--- src/rtl/raybox_fixed_pkg.sv ---
// Shared fixed-point format constants, Newton-Raphson seed constants and the
// reciprocal unit state encoding.
package raybox_fixed_pkg;

   localparam int FIX_Q_M = 12;
   localparam int FIX_Q_N = 12;
   localparam int FIX_W   = FIX_Q_M + FIX_Q_N;

   typedef enum logic [2:0] {
      IDLE,
      NORM,
      ITER,
      DENORM,
      DONE
   } recip_state_t;

   // num/17 scaled by 2^frac, rounded to nearest
   function automatic logic [63:0] seed_const(input int num, input int frac);
      logic [63:0] scaled;
      scaled = 64'(num) << frac;
      return (scaled + 64'd8) / 64'd17;
   endfunction

   localparam logic [63:0] SEED_48 = seed_const(48, FIX_W + 2);
   localparam logic [63:0] SEED_32 = seed_const(32, FIX_W + 2);

endpackage

--- src/rtl/recip_unit_lzc.sv ---
// Leading-zero counter; an all-zero input reports WIDTH.
module lzc #(
   parameter int WIDTH = 24
) (
   input  logic [WIDTH-1:0]               data,
   output logic [$clog2(WIDTH+1)-1:0]     count
);

   localparam int CNT_W = $clog2(WIDTH + 1);

   always_comb begin
      count = CNT_W'(WIDTH);
      for (int i = 0; i < WIDTH; i++) begin
         if (data[i]) count = CNT_W'(WIDTH - 1 - i);
      end
   end

endmodule

--- src/rtl/recip_unit.sv ---
// Sequential signed fixed-point reciprocal: normalise to [0.5,1), seed and
// refine with Newton-Raphson, then denormalise, round and clamp.
module recip_unit
   import raybox_fixed_pkg::*;
#(
   parameter int Q_M   = FIX_Q_M,
   parameter int Q_N   = FIX_Q_N,
   parameter int ITERS = 3
) (
   input  logic                      clk,
   input  logic                      reset,
   input  logic                      in_valid,
   output logic                      in_ready,
   input  logic signed [Q_M+Q_N-1:0] in_data,
   output logic                      out_valid,
   input  logic                      out_ready,
   output logic signed [Q_M+Q_N-1:0] out_data,
   output logic                      out_div0,
   output logic                      out_sat
);

   localparam int W   = Q_M + Q_N;
   localparam int F   = W + 2;              // internal fraction bits
   localparam int YW  = F + 1;              // y and (2 - d*y) both stay below 2
   localparam int LZW = $clog2(W + 1);
   localparam int CW  = $clog2(ITERS + 1);
   localparam int WW  = YW + 2 * Q_N + 1;

   localparam logic [YW:0]   C48     = (YW + 1)'(seed_const(48, F));
   localparam logic [YW-1:0] C32     = YW'(seed_const(32, F));
   localparam logic [YW:0]   TWO     = (YW + 1)'(1) << (F + 1);
   localparam logic [WW-1:0] MAX_MAG = (WW'(1) << (W - 1)) - WW'(1);

   typedef struct packed {
      logic         sat;
      logic [W-1:0] val;
   } clamp_t;

   function automatic logic [W-1:0] magnitude(input logic [W-1:0] x);
      return x[W-1] ? -x : x;
   endfunction

   function automatic logic [WW-1:0] round_shift(input logic [WW-1:0] val, input int sh);
      logic [WW-1:0] bias;
      bias = WW'(1) << (sh - 1);
      return (val + bias) >> sh;
   endfunction

   function automatic clamp_t saturate(input logic [WW-1:0] q, input logic neg, input logic zero);
      clamp_t       r;
      logic [W-1:0] lim;
      r.sat = zero || (q > MAX_MAG);
      lim   = r.sat ? MAX_MAG[W-1:0] : q[W-1:0];
      r.val = neg ? -lim : lim;
      return r;
   endfunction

   recip_state_t   state, next_state;
   logic [CW-1:0]  cnt;
   logic           accept;

   logic           sign_p0, zero_p0;
   logic [W-1:0]   mag_p0;
   logic [LZW-1:0] lz, lz_p1;
   logic [F-1:0]   d_p1;
   logic [YW-1:0]  y_p2;

   logic [YW-1:0]    mul_a, seed, dy, e, y_next;
   logic [YW+F-1:0]  prod_a;
   logic [2*YW-1:0]  prod_b;
   logic [WW-1:0]    q;
   clamp_t           res;

   lzc #(.WIDTH(W)) u_lzc (
      .data  (mag_p0),
      .count (lz)
   );

   always_comb begin
      next_state = state;
      in_ready   = 1'b0;
      case (state)
         IDLE: begin
            in_ready = 1'b1;
            if (in_valid) next_state = NORM;
         end
         NORM:   next_state = ITER;
         ITER:   if (cnt == CW'(ITERS)) next_state = DENORM;
         DENORM: next_state = DONE;
         DONE: begin
            in_ready = out_ready;
            if (out_ready) next_state = in_valid ? NORM : IDLE;
         end
         default: next_state = IDLE;
      endcase
   end

   assign accept = in_valid && in_ready;

   // The first ITER cycle loads the seed; the remaining ITERS cycles refine it.
   always_comb begin
      mul_a  = (cnt == '0) ? C32 : y_p2;
      prod_a = mul_a * d_p1;
      seed   = YW'(C48 - (YW + 1)'(prod_a >> F));
      dy     = YW'(prod_a >> F);
      e      = YW'(TWO - {1'b0, dy});
      prod_b = y_p2 * e;
      y_next = YW'(prod_b >> F);
      q      = round_shift(WW'(y_p2) << (2 * Q_N), W + F - int'(lz_p1));
      res    = saturate(q, sign_p0, zero_p0);
   end

   always_ff @(posedge clk or posedge reset) begin
      if (reset) begin
         state     <= IDLE;
         cnt       <= '0;
         out_valid <= 1'b0;
         out_data  <= '0;
         out_div0  <= 1'b0;
         out_sat   <= 1'b0;
      end else begin
         state <= next_state;
         if (state == NORM) cnt <= '0;
         else if (state == ITER) cnt <= cnt + 1'b1;
         if (state == DENORM) begin
            out_valid <= 1'b1;
            out_data  <= res.val;
            out_div0  <= zero_p0;
            out_sat   <= res.sat;
         end else if (state == DONE && out_ready) begin
            out_valid <= 1'b0;
            out_data  <= '0;
            out_div0  <= 1'b0;
            out_sat   <= 1'b0;
         end
      end
   end

   // p0: accepted operand, p1: normalised divisor, p2: reciprocal estimate
   always_ff @(posedge clk) begin
      if (accept) begin
         sign_p0 <= in_data[W-1];
         zero_p0 <= (in_data == '0);
         mag_p0  <= magnitude(in_data);
      end
      if (state == NORM) begin
         d_p1  <= {mag_p0 << lz, 2'b00};
         lz_p1 <= lz;
      end
      if (state == ITER) y_p2 <= (cnt == '0) ? seed : y_next;
   end

endmodule

--- config.mk ---
export PLATFORM = sky130hd
export DESIGN_NAME = recip_unit
export DESIGN_NICKNAME = d
export VERILOG_FILES = /design/src/rtl/raybox_fixed_pkg.sv /design/src/rtl/recip_unit_lzc.sv /design/src/rtl/recip_unit.sv
export SDC_FILE = /design/constraint.sdc
export NUM_CORES = 2
export LEC_CHECK = 0
export CAP_MARGIN = 20
export CELL_PAD_IN_SITES_DETAIL_PLACEMENT = 0
export CELL_PAD_IN_SITES_GLOBAL_PLACEMENT = 1
export CORE_MARGIN = 4
export CORE_UTILIZATION = 52
export CTS_CLUSTER_SIZE = 24
export DETAILED_ROUTE_END_ITERATION = 10
export GPL_TIMING_DRIVEN = 0
export PLACE_DENSITY = 0.94
export SETUP_SLACK_MARGIN = 0.02
export SYNTH_ARGS = -nofsm -noshare
export SYNTH_HDL_FRONTEND = slang
export SYNTH_SLANG_ARGS = --single-unit
--- constraint.sdc ---
create_clock -name clk -period 43.5 [get_ports clk]
set_input_delay 8.7 -clock clk [delete_from_list [all_inputs] [get_ports clk]]
set_output_delay 8.7 -clock clk [all_outputs]
set_load 0.05 [all_outputs]
==> reports/results.txt <==
vias per cell - 5.861
slowest stage delay, CP - 1010 ps
WL final - 187,800 um
fin util - 55.77%
CP arrival - 20,470 ps
routed vias - 47,377
DR pass1 iterations - 7
post-synthesis cell area - 55,750 um2
Starting Density - 52.66%
average size of a mapped cell - 8.484 um2
IO Count - 56
ANT nets after route - 0
cts-stage hold buffer count - 0
clk slew on worst S/H paths - 60 ps
Root Buffer - clkbuf_16
critical-path maximum fanout - 10
worst hold path type - reg2reg
total clock buffers created by CTS - 17
CP startpoint - cnt[0]
Syn Nets - 8,161
CTS tree - done
vias in the first global route - 49,105
Period minus WS final - 20,270 ps
Avg WL per Cell - 23.23 um
type of destination of the critical path - register
Critical Path Sink - y_p2[25]
number of flops mapped to enable cells by yosys - 82
Hold Worst Slack - 485.4 ps
Post-synth ARST share - 28.07%
Longest Clk Path Bufs - 2
core area - 105,900 um2
Post-Synthesis Cells - 6,571
Worst Reg-to-Reg Cells - 56
Final TNS setup - 0 ps
reg2reg start - cnt[0]
Synth Register Bits - 114
Critical-path top delay cell - nor2b_1
stages on the worst setup path - 56
status - completed
unrepaired setup endpoints after global routing - no
largest net degree at the start of global routing - 27
DRC - 0
cell row count - 119
H-tree depth - 4
synth unique cells - 102
timing-limited maximum frequency - 49.34 MHz
Post-synth top flop - edfxtp_1
Final Wtd Congestion - 1.016
layout cell share with drive strength beyond 1 - 2.124%
final count of negative-setup-slack endpoints - 0
register area share after synthesis - 5.853%
WS Path Type - reg2reg
Final nets - 8,264
Sink Count - 114
Post-CTS Setup Bufs - 0
chip width - 335.4 um
Rel. slew slack - 13.02%
die height - 335.4 um
gr ovfl total - 0
Worst setup SP type - register
reg2reg end - y_p2[25]
worst clock skew - 19.08 ps
Slew Viols, Final - 0
Starting DRT DRC Count - 4,288
CTS resizes - 0
Worst R2R Setup Slack - 23,230 ps
Area growth syn-to-layout - 5.903%
Die Area - 112,500 um2
WP data required - 43,700 ps
Worst path top cell family by delay - adder cells
worst slew pin tran - 1300 ps
Fin. Hold Viols - 0
GR Util All Layers - 33.75%
Tcrit/Tclk final - 46.59%
number of antenna violations at the first check in global routing - 11
Clk Latency, worst-skew pair - 460 ps
worst path bufs/invs - 12
first-pass GRT wire length - 289,500 um
most used cell along the critical path - fa_1
Max Cap Violations - 0
Yosys warnings - 0
DP HPWL - 155,600 um
IO Port Bufs - 55
==> worst min path at each step <==
stage / start / to / slack [ps] / depth (start not counted)
CTS: out_data[0] / out_data[0] / 490 / 2
finish: out_data[3] / out_data[3] / 490 / 2
detailed placement: out_data[0] / out_data[0] / 480 / 2
floorplan: state[0] / state[0] / 510 / 1
global placement: out_data[2] / out_data[2] / 470 / 2
global route: out_data[9] / out_data[9] / 510 / 1
==> tightest hold or removal path: cells and delay by family, from the launching register on <==
family,cells,cell delay (ps)
flip-flops,1,330
AO/OA/AOI/OAI,1,60
AND/OR/NAND/NOR,1,50
==> sequential cells by signal (all words and copies together) (netlist names) <==
name,cells
d_p1,24
out_data,24
cnt,2
mag_p0,24
state,3
out_sat,1
out_valid,1
zero_p0,1
y_p2,27
out_div0,1
lz_p1,5
sign_p0,1
==> cell usage in the layout (no fill, tap or decap), types with 19 or more instances in the layout <==
| cell type | synthesis | final |
|---|---|---|
| a21o_1 | 63 | 63 |
| nor2_1 | 187 | 187 |
| clkbuf_1 | 335 | 336 |
| nor2b_1 | 33 | 33 |
| a21oi_1 | 169 | 168 |
| o21ai_0 | 134 | 134 |
| ha_1 | 392 | 392 |
| buf_1 | 26 | 27 |
| nor3_1 | 72 | 72 |
| a211oi_1 | 52 | 52 |
| nand2_1 | 1106 | 1106 |
| fa_1 | 1170 | 1170 |
| inv_1 | 1400 | 1400 |
| o211ai_1 | 26 | 26 |
| clkdlybuf4s50_1 | 0 | 55 |
| mux2i_1 | 59 | 59 |
| o31ai_1 | 24 | 24 |
| and2_1 | 476 | 476 |
| or3_1 | 32 | 32 |
| nand4_1 | 34 | 34 |
| dfrtp_1 | 32 | 32 |
| edfxtp_1 | 82 | 82 |
| xor2_1 | 44 | 43 |
| nand3_1 | 60 | 60 |
| and3_1 | 37 | 37 |
| o21a_1 | 22 | 22 |
| a221oi_1 | 19 | 19 |
| xnor2_1 | 88 | 81 |
| a31oi_1 | 29 | 29 |
==> layout make-up <==
type / count / area, um2
Buffer: 367 / 1388
Tap cell: 1391 / 1740
Antenna cell: 5 / 12.51
Timing Repair Buffer: 84 / 880.8
Inverter: 1402 / 5263
Sequential cell: 114 / 3263
Multi-Input combinational cell: 4688 / 45910
Clock buffer: 18 / 429.2
Fill cell: 9678 / 46820
Clock inverter: 14 / 153.9
==> cell usage after synthesis, drive strengths merged (16+ instances only) <==
| cell | count | share of area (%) |
|---|---|---|
| mux2 | 17 | 0.34 |
| xnor2 | 88 | 1.4 |
| dfrtp | 32 | 1.4 |
| nand2 | 1107 | 7.5 |
| fa | 1170 | 42 |
| o21bai | 16 | 0.22 |
| clkbuf | 335 | 2.3 |
| xor2 | 44 | 0.69 |
| a31oi | 30 | 0.35 |
| a21oi | 171 | 1.5 |
| o21a | 22 | 0.30 |
| inv | 1400 | 9.4 |
| or3 | 32 | 0.36 |
| a211o | 18 | 0.28 |
| o21ai | 140 | 1.3 |
| edfxtp | 82 | 4.4 |
| a211oi | 53 | 0.72 |
| nand4 | 34 | 0.38 |
| a21o | 63 | 0.85 |
| and3 | 37 | 0.42 |
| o31ai | 26 | 0.37 |
| nor2 | 189 | 1.3 |
| nor2b | 33 | 0.37 |
| mux2i | 59 | 1.1 |
| ha | 392 | 8.8 |
| buf | 32 | 0.23 |
| nand3 | 61 | 0.56 |
| or4 | 16 | 0.22 |
| or2 | 24 | 0.27 |
| o211ai | 27 | 0.37 |
| nor4 | 16 | 0.18 |
| nand2b | 18 | 0.20 |
| a221oi | 19 | 0.30 |
| and2 | 476 | 5.3 |
| nor3 | 73 | 0.66 |
==> metal layers <==
layer  share of wire, %  GRT usage, %  vias up
met1                 38         42.95    23805
met4                6.8         18.54        8
li1                   -             -    20458
met3                 10         7.382      596
met5              0.031             0        -
met2                 45         53.93     2510
==> stage by stage <==
| step | cells | setup slack [ps] | instance area (um2) |
|---|---|---|---|
| 6_report | 8083 | 23230 | 59040 |
| 5_1_grt | 8078 | 22700 | 59030 |
| 4_1_cts | 8071 | 23620 | 58930 |
| 3_5_place_dp | 8039 | 23700 | 58340 |
| 3_3_place_gp | 8017 | 23310 | 58040 |
| 2_1_floorplan | 6571 | 25570 | 55750 |
==> kinds of logic after synthesis <==
logic type,share of synthesized area [%]
compound gates,9.530
buf+inv,11.93
mux,1.605
simple gates,18.20
xor+xnor,2.074
flops,5.853
fa+ha+maj,50.81
Power is left out: the tool's default activity adds up to more than one toggle a clock period on the data nets, which glitch-free logic cannot reach.
